File: src/rtl/comp_pkg.sv
// Shared constants, state type and helpers for the zero-pad generator/strip pair.
// Latency: n/a (package only).
// Backpressure: n/a (package only).
//
// Contents:
//   DATA_W, SIZE_W, BLOCK_WORDS : word width, size-field width, words per block
//   BLOCK_CNT                   : BLOCK_WORDS sized to the word counter width
//   strip_state_e               : strip FSM states
//   pay_words()                 : payload word count from a comp_size field
package comp_pkg;

  localparam int DATA_W      = 64;
  localparam int SIZE_W      = 3;
  localparam int BLOCK_WORDS = 1 << SIZE_W;

  // Word counter is SIZE_W+1 bits so a full block count fits without wrapping.
  localparam logic [SIZE_W:0] BLOCK_CNT = (SIZE_W+1)'(BLOCK_WORDS);

  typedef enum logic [1:0] {
    IDLE,
    PAYLOAD,
    PAD
  } strip_state_e;

  // comp_size encodes payload length minus one.
  function automatic logic [SIZE_W:0] pay_words(input logic [SIZE_W-1:0] comp_size);
    return {1'b0, comp_size} + 1'b1;
  endfunction

endpackage

File: src/rtl/out_reg_slice.sv
// Single-entry valid/ready register carrying one data word plus its eop flag.
// Latency: 1 cycle from load to o_vld.
// Backpressure: o_rdy = !full | i_rdy, so a drain and a new load can share a cycle.
//
// Ports:
//   clk, rst         : clock, synchronous active-high reset
//   i_vld/i_dat/i_eop: load request (only asserted when o_rdy is high)
//   o_rdy            : slot can take a word this cycle
//   o_vld/o_dat/o_eop: registered output toward the consumer
//   i_rdy            : consumer accepts the presented word
module out_reg_slice
  import comp_pkg::*;
(
  input  logic              clk,
  input  logic              rst,
  input  logic              i_vld,
  input  logic [DATA_W-1:0] i_dat,
  input  logic              i_eop,
  output logic              o_rdy,
  output logic              o_vld,
  output logic [DATA_W-1:0] o_dat,
  output logic              o_eop,
  input  logic              i_rdy
);

  logic              r_vld;
  logic [DATA_W-1:0] r_dat;
  logic              r_eop;

  assign o_rdy = !r_vld | i_rdy;
  assign o_vld = r_vld;
  assign o_dat = r_dat;
  assign o_eop = r_eop;

  always_ff @(posedge clk) begin
    if (rst) begin
      r_vld <= 1'b0;
      r_dat <= '0;
      r_eop <= 1'b0;
    end else if (i_vld && o_rdy) begin
      r_vld <= 1'b1;
      r_dat <= i_dat;
      r_eop <= i_eop;
    end else if (i_rdy) begin
      // Drained with nothing new behind it; data/eop left as-is (not observed).
      r_vld <= 1'b0;
    end
  end

endmodule

File: src/rtl/zero_pad_strip.sv
// Strips trailing zero-pad words from fixed-size blocks and forwards payload with eop.
// Latency: payload word accepted in cycle N appears on out_* in cycle N+1.
// Backpressure: IDLE/PAYLOAD stall on the output slot; pad words are dropped without stalling.
//
// Ports:
//   clk, rst                               : clock, synchronous active-high reset
//   in_data_i/in_valid_i/in_ready_o        : word stream from memory controller
//   in_sop_i, comp_size_i                  : block start marker and payload size-1
//   out_data_o/out_valid_o/out_ready_i     : payload stream to decompressor engine
//   out_eop_o                              : last payload word of a block
//   pad_err_o, frame_err_o                 : sticky error flags, cleared only by rst
//   busy_o                                 : block in progress or output slot full
module zero_pad_strip
  import comp_pkg::*;
(
  input  logic              clk,
  input  logic              rst,
  input  logic [DATA_W-1:0] in_data_i,
  input  logic              in_valid_i,
  output logic              in_ready_o,
  input  logic              in_sop_i,
  input  logic [SIZE_W-1:0] comp_size_i,
  output logic [DATA_W-1:0] out_data_o,
  output logic              out_valid_o,
  input  logic              out_ready_i,
  output logic              out_eop_o,
  output logic              pad_err_o,
  output logic              frame_err_o,
  output logic              busy_o
);

  strip_state_e      r_state;
  logic [SIZE_W-1:0] r_pay_left;
  logic [SIZE_W:0]   r_word_cnt;
  logic              r_pad_err;
  logic              r_frame_err;

  logic              w_slot_rdy;
  logic              w_in_rdy;
  logic              w_acc;
  logic              w_load;
  logic              w_load_eop;
  logic [SIZE_W:0]   w_cnt_nxt;

  assign w_cnt_nxt = r_word_cnt + 1'b1;

  always_comb begin
    w_in_rdy = 1'b0;
    if (!rst) begin
      if (r_state == PAD) begin
        // Pad words never wait on the engine, but a re-sync sop word is a
        // payload word and needs room in the output slot.
        w_in_rdy = !(in_valid_i && in_sop_i) || w_slot_rdy;
      end else begin
        w_in_rdy = w_slot_rdy;
      end
    end
  end

  assign in_ready_o = w_in_rdy;
  assign w_acc      = in_valid_i && w_in_rdy;

  // A sop word always starts a new block, whatever state we were in.
  assign w_load     = w_acc && (in_sop_i || (r_state == PAYLOAD));
  assign w_load_eop = in_sop_i ? (pay_words(comp_size_i) == (SIZE_W+1)'(1))
                               : (r_pay_left == SIZE_W'(1));

  always_ff @(posedge clk) begin
    if (rst) begin
      r_state     <= IDLE;
      r_pay_left  <= '0;
      r_word_cnt  <= '0;
      r_pad_err   <= 1'b0;
      r_frame_err <= 1'b0;
    end else if (w_acc) begin
      if (in_sop_i) begin
        if (r_state != IDLE) begin
          r_frame_err <= 1'b1;
        end
        r_pay_left <= comp_size_i;
        if (pay_words(comp_size_i) != (SIZE_W+1)'(1)) begin
          r_state    <= PAYLOAD;
          r_word_cnt <= (SIZE_W+1)'(1);
        end else if (BLOCK_CNT == (SIZE_W+1)'(1)) begin
          r_state    <= IDLE;
          r_word_cnt <= '0;
        end else begin
          r_state    <= PAD;
          r_word_cnt <= (SIZE_W+1)'(1);
        end
      end else begin
        unique case (r_state)
          IDLE: begin
            // Word outside any block: dropped.
            r_frame_err <= 1'b1;
          end
          PAYLOAD: begin
            r_pay_left <= r_pay_left - 1'b1;
            r_word_cnt <= w_cnt_nxt;
            if (r_pay_left == SIZE_W'(1)) begin
              if (w_cnt_nxt < BLOCK_CNT) begin
                r_state <= PAD;
              end else begin
                r_state    <= IDLE;
                r_word_cnt <= '0;
              end
            end
          end
          PAD: begin
            if (in_data_i != '0) begin
              r_pad_err <= 1'b1;
            end
            r_word_cnt <= w_cnt_nxt;
            if (w_cnt_nxt == BLOCK_CNT) begin
              r_state    <= IDLE;
              r_word_cnt <= '0;
            end
          end
          default: r_state <= IDLE;
        endcase
      end
    end
  end

  out_reg_slice u_out_reg_slice (
    .clk   (clk),
    .rst   (rst),
    .i_vld (w_load),
    .i_dat (in_data_i),
    .i_eop (w_load_eop),
    .o_rdy (w_slot_rdy),
    .o_vld (out_valid_o),
    .o_dat (out_data_o),
    .o_eop (out_eop_o),
    .i_rdy (out_ready_i)
  );

  assign pad_err_o   = r_pad_err;
  assign frame_err_o = r_frame_err;
  assign busy_o      = (r_state != IDLE) || out_valid_o;

endmodule

File: config.mk
export PLATFORM = sky130hd
export DESIGN_NAME = zero_pad_strip
export DESIGN_NICKNAME = d
export VERILOG_FILES = /design/src/rtl/comp_pkg.sv /design/src/rtl/out_reg_slice.sv /design/src/rtl/zero_pad_strip.sv
export SDC_FILE = /design/constraint.sdc
export NUM_CORES = 1
export LEC_CHECK = 0
export BUFFER_PORTS_ARGS = -buffer_cell sky130_fd_sc_hd__buf_4
export CAP_MARGIN = 20
export CELL_PAD_IN_SITES_DETAIL_PLACEMENT = 0
export CELL_PAD_IN_SITES_GLOBAL_PLACEMENT = 1
export CORE_MARGIN = 2
export CORE_UTILIZATION = 32
export CTS_BUF_LIST = sky130_fd_sc_hd__clkbuf_4 sky130_fd_sc_hd__clkbuf_8 sky130_fd_sc_hd__clkbuf_16
export DETAILED_ROUTE_END_ITERATION = 8
export PLACE_DENSITY_LB_ADDON = 0.1
export SLEW_MARGIN = 30
export SYNTH_ARGS = -nofsm -noshare
export SYNTH_HDL_FRONTEND = slang
export SYNTH_SLANG_ARGS = --single-unit
File: constraint.sdc
create_clock -name clk -period 2.2 [get_ports clk]
set_clock_uncertainty 0.2 [all_clocks]
set_input_delay 0.11 -clock clk [delete_from_list [all_inputs] [get_ports clk]]
set_output_delay 0.11 -clock clk [all_outputs]
set_load 0.01 [all_outputs]
* Word level (Yosys, flattened, before mapping)
Index checks and enable logic that the tools add are counted.
Cells by class: bitwise operators 2, reductions and logical operators 21, add/subtract/negate cells 3, magnitude comparators 1, eq/ne operators 10, mux-type cells 21
Operators with widths (count):
- $reduce_bool 64->1 | 1
- $mux 4 | 4
- $mux 2 | 5
- $mux 1 | 8
- $pmux 4 s2 | 1
- $reduce_and 4->1 | 2
- $reduce_bool 2->1 | 4
- $mux 3 | 2
- $ne 3x2->1 const B | 2
- $pmux 2 s3 | 1
- $add 3x1->4 const B | 1
- $add 4x1->4 const B | 1
- $eq 4x1->1 const B | 1
- $eq 4x4->1 const B | 1
- $logic_and 1x1->1 | 4
- $lt 4x4->1 const B | 1
- $ne 4x1->1 const B | 1
- $reduce_and 2->1 | 2
- $eq 3x1->1 const B | 1
- $logic_or 1x1->1 | 3
- $reduce_and 3->1 | 1
- $reduce_bool 3->1 | 1
- $sub 3x1->3 const B | 1
- $eq 2x1->1 const B | 1
- 7 further kinds | 8
Word-level totals: register bits after elaboration 77, output and inout port bits 70, input bits 72, word-level logic and storage cells 66

* Logic depth before layout (Yosys ltp)
Gate-level depths: netlist of the first run.
depth after elaboration 9, gate-level depth with buffers 7

* By module
From an unflattened synthesis of the first run, not the netlist that was laid out.
Unflattened totals: cells, all modules 411, area, all modules 3758.6 um^2
By module, submodules not included:
- out_reg_slice | cells each 301, area an instance 2887.8 um^2, instances 1
- zero_pad_strip | cells each 110, area an instance 870.8 um^2, instances 1

* Least setup slack after synthesis of the first run
No wires, ideal clock.
path type reg2reg, start register r_state[1], end register r_word_cnt[3], arrival time 1.574 ns, buffers on the path 0, cell stages (with the launch flop) 5, required time 1.930 ns, period minus slack after synthesis 1.844 ns, slack 0.356 ns, path through dfxtp_1 -> or3b_4 -> a21o_1 -> or4_1 -> a21oi_1
On the way: word-level cells in the longest chain between the ends 5, elaborated cells on any way between the ends 9, classes of those cells 2 x eq/ne; 4 x mux; 3 x reduce/logical
RTL lines:
- from (decl) | RTL line zero_pad_strip.sv:32 | strip_state_e r_state;
- from (signal assigned) | RTL line zero_pad_strip.sv:70 | r_state <= IDLE;
- from (signal assigned) | RTL line zero_pad_strip.sv:82 | r_state <= PAYLOAD;
- from (signal assigned) | RTL line zero_pad_strip.sv:85 | r_state <= IDLE;
- $eq 2x2->1 | RTL line zero_pad_strip.sv:50, zero_pad_strip.sv:92
- $mux 1 | RTL line zero_pad_strip.sv:50 | if (r_state == PAD) begin
- $mux 1 | RTL line zero_pad_strip.sv:49 | if (!rst) begin
- $logic_and 1x1->1 | RTL line zero_pad_strip.sv:61 | assign w_acc = in_valid_i && w_in_rdy;
- $reduce_and 2->1 (no line)
- to (signal assigned) | RTL line zero_pad_strip.sv:83 | r_word_cnt <= (SIZE_W+1)'(1);
- to (signal assigned) | RTL line zero_pad_strip.sv:89 | r_word_cnt <= (SIZE_W+1)'(1);
- to (signal assigned) | RTL line zero_pad_strip.sv:99 | r_word_cnt <= w_cnt_nxt;
- to (decl) | RTL line zero_pad_strip.sv:34 | logic [SIZE_W:0] r_word_cnt;
Parallel ways exist; a longest one is shown, timed or not. A chain may end at the register's enable or synchronous reset.

* Final worst setup path of the first run
start input port in_sop_i, end register r_frame_err (netlist: frame_err_o)
On the way: word-level cells in the longest chain between the ends 7, elaborated cells on any way between the ends 10, classes of those cells 1 x eq/ne; 3 x mux; 6 x reduce/logical
RTL lines:
- from (decl) | RTL line zero_pad_strip.sv:21 | input logic in_sop_i,
- $logic_and 1x1->1 | RTL line zero_pad_strip.sv:53 | w_in_rdy = !(in_valid_i && in_sop_i) || w_slot_rdy;
- $logic_not 1->1 | RTL line zero_pad_strip.sv:53
- $logic_or 1x1->1 | RTL line zero_pad_strip.sv:53
- $mux 1 | RTL line zero_pad_strip.sv:50
- $mux 1 | RTL line zero_pad_strip.sv:49
- $logic_and 1x1->1 | RTL line zero_pad_strip.sv:61
- $reduce_and 3->1 (no line)
- to (signal assigned) | RTL line zero_pad_strip.sv:74 | r_frame_err <= 1'b0;
- to (signal assigned) | RTL line zero_pad_strip.sv:78 | r_frame_err <= 1'b1;
- to (signal assigned) | RTL line zero_pad_strip.sv:95 | r_frame_err <= 1'b1;
- to (decl) | RTL line zero_pad_strip.sv:36 | logic r_frame_err;
Parallel ways exist; a longest one is shown, timed or not.

==> run summary, run 1 <==
status: finished, final reports clean
Max clock buf depth: 2
diodes inserted: 0
met3 wire len: 633 um
first-pass GRT wire length: 16.68 mm
Synth Instances: 398
Detail Placement HPWL: 6.897 mm
area post-placement: 0.004267 mm^2
CP endpoint kind: register
Num CTS Buffers: 9
final-report hold violation count: 0
initial drt markers: 153
initial antenna violation count: 0
# IOs: 142
Worst Tran Pin Value: 869.9 ps
max-slew violations: 0
chip width: 102.1 um
slowest stage cell, crit path: dlygate4sd3_1
area occupied by multi-input gates: 0.001420 mm^2
type of the tightest min-delay check: reg -> reg
Psw: 0.0007942 W
CTS Root Cell: clkbuf_8
Ys Warns: 0
Die ar.: 0.01042 mm^2
Top Metal Used: met4
pwr/cell area: 599.2 mW/mm^2
DRT Pass-1 Iters: 4
main flop type after synthesis: dfxtp_1
placer congestion estimate: 0.8406
Avg WL per Cell: 14.58 um
WHS: 253.3 ps
DRC: 0
Num Clock Sinks: 77
H-tree depth: 3
Max VDD drop: 0.3300 mV
critical path fanouts, max: 18
Slew HR: 42.00%
vias in the first global route: 3445
core area: 0.009284 mm^2
M1 WL: 4.574 mm
RSZ-0062 raised after global routing: false
total track usage: 20.54%
clock slew at reported path FFs: 70 ps
fmax: 476.3 MHz
Critical Path RT: 2190 ps
grt ovf: 0
clock power share: 34.9%
EDFF count, synth: 0
crit path DAT: 2090 ps
Synth Net Count: 474
layout cell share with drive strength beyond 1: 27.80%
fin crit share: 95.44%
Critical Path Max Stage Delay: 560 ps
register bit total from synthesis: 77
Critical Path Source Type: input pin
initial core utilization: 33.17%
synthesized area per cell: 7.737 um^2
Syn Std Cell Area: 0.003079 mm^2
Via Count: 3480
Layout Nets: 680
Distinct cells, synth: 38
crit-path cells: dlygate4sd3_1 > buf_6 > clkinvlp_4 > ha_1 > inv_1 > a31oi_1 > dlygate4sd3_1 > nor2_1
FILL cells: 932
Comb power frac: 17.6%
Routed WL: 10.74 mm
register area share after synthesis: 50.06%
ys async rst share: 0%
Worst-Skew Late Latency: 340 ps
vias per cell: 4.722
Die Y: 102.1 um
pin count of the biggest net entering global routing: 78
wire length on met2: 5.290 mm
Seq. cell area: 0.001541 mm^2
most frequent CP cell: dlygate4sd3_1
Sum Neg Setup Slack: 0 ps
final setup vio count: 0
Sequential Power Share: 47.5%
Sw Share: 25.45%
antenna viol nets, final: 0
critical path type: in -> reg
area grow syn2layout: 69.16%
# port buffers: 141
leakage power: 2.162 nW
Max Cap Viol: 0
CTS tree: yes
Post-Layout Inst Area: 0.005209 mm^2
min cycle time layout: 2100 ps
num rows: 35
Pint: 0.002327 W
-- final timing paths --
kind              cells past startpoint           from            end  slack (ps)
setup / recovery                      8       in_sop_i    frame_err_o         100
hold / removal                        2  r_pay_left[1]  r_pay_left[1]         250
setup reg to reg                      4     r_state[1]  r_word_cnt[3]         210
hold reg to reg                       2  r_pay_left[1]  r_pay_left[1]         250
-- power by group through the flow --
| stage | registers (W) | clock network [W] | logic [W] |
|---|---|---|---|
| final | 0.00148 | 0.00109 | 0.000550 |
| after global routing | 0.00149 | 0.00118 | 0.000599 |
| after CTS | 0.00148 | 0.00114 | 0.000543 |
| after detailed placement | 0.00151 | 0 | 0.000437 |
| after global placement | 0.00151 | 0 | 0.000435 |
| after floorplan | 0.00153 | 0 | 0.000163 |
-- through the flow --
| step | total power, W | setup WS (ps) | utilization (%) | instances |
|---|---|---|---|---|
| after floorplan | 0.001696 | 356.0 | - | 398 |
| after global placement | 0.001946 | 271.4 | 45.96 | 648 |
| after detailed placement | 0.001951 | 245.5 | 45.96 | 648 |
| after CTS | 0.003161 | 107.5 | 55.86 | 735 |
| after global routing | 0.003271 | 4.264 | 56.11 | 737 |
| final | 0.003121 | 100.4 | 56.11 | 737 |
-- cell type report --
| type | count | area share, % |
|---|---|---|
| tap | 129 | 3.099 |
| inverter | 6 | 0.5044 |
| clock inverter | 4 | 0.9128 |
| sequential | 77 | 29.59 |
| multi-input combinational | 290 | 27.26 |
| clock buffer | 11 | 2.907 |
| timing repair buffer | 220 | 35.72 |
-- per-layer routing --
metal	vias up	global-route usage (%)
li1	1757	-
met1	1589	25.02
met2	118	34.56
met3	16	5.746
met4	0	7.795
met5	-	0
-- cell usage in the layout (no fill, tap or decap), types with 4 or more instances in the layout --
master         synthesis  routed
buf_4                  0     145
nand2_1              139     139
dfxtp_1               77      77
a21oi_1               76      76
dlygate4sd3_1          0      72
nor4_1                17      17
clkbuf_8               0      11
nor2_1                10      10
o21ai_0                7       7
inv_1                  6       5
nand4_1                5       5
ha_1                   4       4
-- worst max-delay path, delay by kind of cell --
family | cells | cell delay, ps
buffers and inverters | 5 | 1510
adder cells (fa/ha/maj) | 1 | 310
AO/OA/AOI/OAI | 1 | 130
AND/OR/NAND/NOR | 1 | 40
-- cell families after synthesis --
logic type | after synthesis | synth area share (%)
buffers and inverters | 31 | 4.104
DFF | 77 | 50.06
AOI/OAI and AO/OA | 98 | 17.47
xor gates and xnor gates | 2 | 0.5690
adders and majority gates | 4 | 1.625
and+or+nand+nor | 186 | 26.17
-- cell usage after synthesis, types with 2 or more instances --
| cell | instances | share of area (%) |
|---|---|---|
| o21ai_0 | 7 | 1.1 |
| nor2b_1 | 2 | 0.41 |
| clkbuf_1 | 19 | 2.3 |
| nor2_1 | 10 | 1.2 |
| nand2_1 | 139 | 17 |
| a21o_1 | 2 | 0.49 |
| ha_1 | 4 | 1.6 |
| nor4_1 | 17 | 3.5 |
| a211oi_1 | 2 | 0.49 |
| a21oi_1 | 76 | 12 |
| buf_1 | 3 | 0.37 |
| nand2b_1 | 3 | 0.61 |
| inv_1 | 6 | 0.73 |
| buf_2 | 2 | 0.33 |
| nor3_1 | 2 | 0.33 |
| nand4_1 | 5 | 1.0 |
| nand4b_1 | 2 | 0.57 |
| dfxtp_1 | 77 | 50 |
-- flip-flops by register name, indices dropped and copies added, names as in the netlist --
register and flops:
pad_err_o 1, u_out_reg_slice.o_vld 1, r_state 2, frame_err_o 1
r_pay_left 3, r_word_cnt 4, u_out_reg_slice.o_dat 64, u_out_reg_slice.o_eop 1
-- timing repair --
| item | CTS | global route |
|---|---|---|
| endpoints found under the setup margin | 0 | 1 |
| endpoints found under the hold margin | 73 | 0 |
| hold buffers | 72 | 0 |
| buffers inserted | 0 | 2 |
| resized for setup | 0 | 2 |
Note: power is estimated with default switching activity, not from simulation.
==> run 2: changes to the inputs <==
--- a/config.mk
+++ b/config.mk
@@ -5,6 +5,7 @@
 export SDC_FILE = /design/constraint.sdc
 export NUM_CORES = 1
 export LEC_CHECK = 0
+export ABC_AREA = 1
 export BUFFER_PORTS_ARGS = -buffer_cell sky130_fd_sc_hd__buf_4
 export CAP_MARGIN = 20
 export CELL_PAD_IN_SITES_DETAIL_PLACEMENT = 0
@@ -14,6 +15,7 @@
 export CTS_BUF_LIST = sky130_fd_sc_hd__clkbuf_4 sky130_fd_sc_hd__clkbuf_8 sky130_fd_sc_hd__clkbuf_16
 export DETAILED_ROUTE_END_ITERATION = 8
 export PLACE_DENSITY_LB_ADDON = 0.1
+export RECOVER_POWER = 50
 export SLEW_MARGIN = 30
 export SYNTH_ARGS = -nofsm -noshare
 export SYNTH_HDL_FRONTEND = slang
==> run 2 against run 1 <==
Sequential power is 3% higher. Highest routed layer unchanged. Cell count increased by 11%. Power increased by 0.78%. Count of clock-buffer cells in the layout is 2 higher. Cell area fell by 1.4%. Synthesized area is 7.4% higher. Flip-flop and latch count did not move.
==> run summary, run 2 <==
status: finished, final reports clean
crit path DAT: 2210 ps
Layout Nets: 754
area grow syn2layout: 55.24%
# port buffers: 141
Worst-Skew Late Latency: 350 ps
first-pass GRT wire length: 16.55 mm
Critical Path Source Type: input pin
H-tree depth: 3
register area share after synthesis: 46.61%
FF-to-FF path depth: 9
synthesized area per cell: 6.991 um^2
initial drt markers: 178
vias per cell: 4.371
main flop type after synthesis: dfxtp_1
reg2reg end: pad_err_o
Worst Path Buf+Inv: 4
ys async rst share: 0%
initial antenna violation count: 0
Avg WL per Cell: 12.15 um
Synth Instances: 473
DRC: 0
leakage power: 2.272 nW
Max clock buf depth: 2
most frequent CP cell: dlygate4sd3_1
Largest register FFs: 64
Max Cap Viol: 0
Sum Neg Setup Slack: 0 ps
Distinct cells, synth: 22
Critical Path Sink: r_pay_left[0]
Crit. Startpoint: in_sop_i
final setup vio count: 0
critical path fanouts, max: 10
RSZ-0062 raised after global routing: false
critical path type: in -> reg
Critical Path RT: 2240 ps
num rows: 37
final-report hold violation count: 0
Pwr Total: 0.003146 W
Synth Net Count: 549
layout cell share with drive strength beyond 1: 16.98%
DRT Pass-1 Iters: 5
Syn Std Cell Area: 0.003307 mm^2
fin crit share: 98.44%
Detail Placement HPWL: 6.394 mm
FF-to-FF setup slack: 270 ps
Comb power frac: 18.6%
Routed WL: 9.950 mm
Die Y: 105.7 um
Seq. cell area: 0.001541 mm^2
Num CTS Buffers: 9
antenna viol nets, final: 0
initial core utilization: 32.47%
CTS Root Cell: clkbuf_8
top-count cell post-synth: nor2_1
clock power share: 33.0%
Num Clock Sinks: 77
R2R Path Start: r_state[1]
CP Depth: 8
Max VDD drop: 0.3052 mV
top post-synthesis cells by area: dfxtp_1 47%, nor2_1 20%, o21ai_0 11%
top-area cell type share of the netlist area: 46.61%
CP endpoint kind: register
area occupied by multi-input gates: 0.001558 mm^2
FILL cells: 1112
register bit total from synthesis: 77
EDFF count, synth: 0
Worst Tran Pin Value: 752.8 ps
# resized after CTS: 0
max-slew violations: 0
Ys Warns: 0
leading cell type in the layout, fill and taps excluded: nor2_1
Via Count: 3580
min cycle time layout: 2166 ps
Sequential Power Share: 48.5%
crit-path cells: dlygate4sd3_1 > buf_4 > nand2_1 > dlygate4sd3_1 > o21ai_0 > dlygate4sd3_1 > nor2_1 > nor2_1
Sw Share: 27.54%
clock slew at reported path FFs: 80 ps
chip width: 105.7 um
type of the tightest min-delay check: in -> reg
core area: 0.01018 mm^2
commonest cells after routing, fill and taps aside: 178 x nor2_1, 77 x dfxtp_1, 73 x o21ai_0, 73 x dlygate4sd3_1, 72 x buf_4
vias in the first global route: 3594
Critical Path Max Stage Delay: 560 ps
Pint: 0.002279 W
diodes inserted: 0
# IOs: 142
pin count of the biggest net entering global routing: 77
fmax: 461.7 MHz
slowest stage cell, crit path: dlygate4sd3_1
total track usage: 18.36%
synth cell count leaders: 178 x nor2_1, 77 x dfxtp_1, 73 x o21ai_0, 50 x nand2_1
Psw: 0.0008664 W
CP delay by family, top: buffers and inverters
placer congestion estimate: 0.7742
grt ovf: 0
leading area contributor after synthesis: dfxtp_1
CTS tree: yes
Slew HR: 49.81%
Die ar.: 0.01116 mm^2
pwr/cell area: 612.7 mW/mm^2
## run 2: cells by family (layout without fill, tap and decap cells)
family                   after synthesis  after routing  synth area share, %
flip-flops                            77             77                46.61
buffers and inverters                 44            254                6.205
AND/OR/NAND/NOR                      265            265                32.84
AO/OA/AOI/OAI                         83             83                12.83
adder cells (fa/ha/maj)                4              4                1.513
## run 2: stage by stage
| stage | utilization, % | area (um^2) | cells | hold WS, ps | worst slack (ps) |
|---|---|---|---|---|---|
| 3_5_place_dp | 43.92 | 4473 | 730 | 103.5 | 290.2 |
| 6_report | 50.41 | 5134 | 819 | 76.50 | 34.30 |
| 4_1_cts | 52.97 | 5395 | 819 | 50.78 | 73.42 |
| 2_1_floorplan | - | 3307 | 473 | -20.93 | 540.9 |
| 3_3_place_gp | 43.92 | 4473 | 730 | 103.0 | 321.5 |
| 5_1_grt | 50.41 | 5134 | 819 | 90.54 | 6.665 |
## run 2: worst min path at each step
stage / start / end / slack (ps) / cells after the start
6_report: in_valid_i / r_word_cnt[0] / 80 / 4
3_5_place_dp: rst / pad_err_o / 100 / 2
2_1_floorplan: rst / pad_err_o / -20 / 1
3_3_place_gp: rst / pad_err_o / 100 / 2
4_1_cts: in_valid_i / frame_err_o / 50 / 4
5_1_grt: in_valid_i / frame_err_o / 90 / 4
## run 2: power by group through the flow
stage               clock, W  combinational, W  sequential, W
floorplan                  0          0.000214        0.00159
global placement           0          0.000545        0.00156
detailed placement         0          0.000545        0.00156
CTS                  0.00108          0.000650        0.00153
global route         0.00115          0.000652        0.00154
finish               0.00104          0.000584        0.00152
## run 2: layout make-up
cell class	instances	share of cell area, %
Clock buffer	13	3.363
Inverter	20	1.462
Sequential cell	77	30.03
Clock inverter	3	0.3656
Tap cell	136	3.315
Multi-Input combinational cell	352	30.34
Timing Repair Buffer	218	31.12
## run 2: per-layer routing
layer  vias up  part of all wire, %  track usage, %
li1       1899                    -               -
met1      1582                   46           22.42
met2        88                   47           30.46
met3        11                  5.6           5.071
met4         0                  1.4           7.519
met5         -                    0               0
## run 2: worst reg2reg max path, stage by stage, from the launching register on
cell and delay [ps]:
dfxtp_1 350, inv_1 80, nor2_4 140, nand2_1 100, nand2_2 70, nand3_2 100
nor2_1 110, nand2_1 60, a21oi_1 110, dlygate4sd3_1 550
## run 2: timing repair
action                    in CTS  in global routing
buffers inserted               0                  0
hold endpoints to repair      70                  0
hold buffers                  73                  0
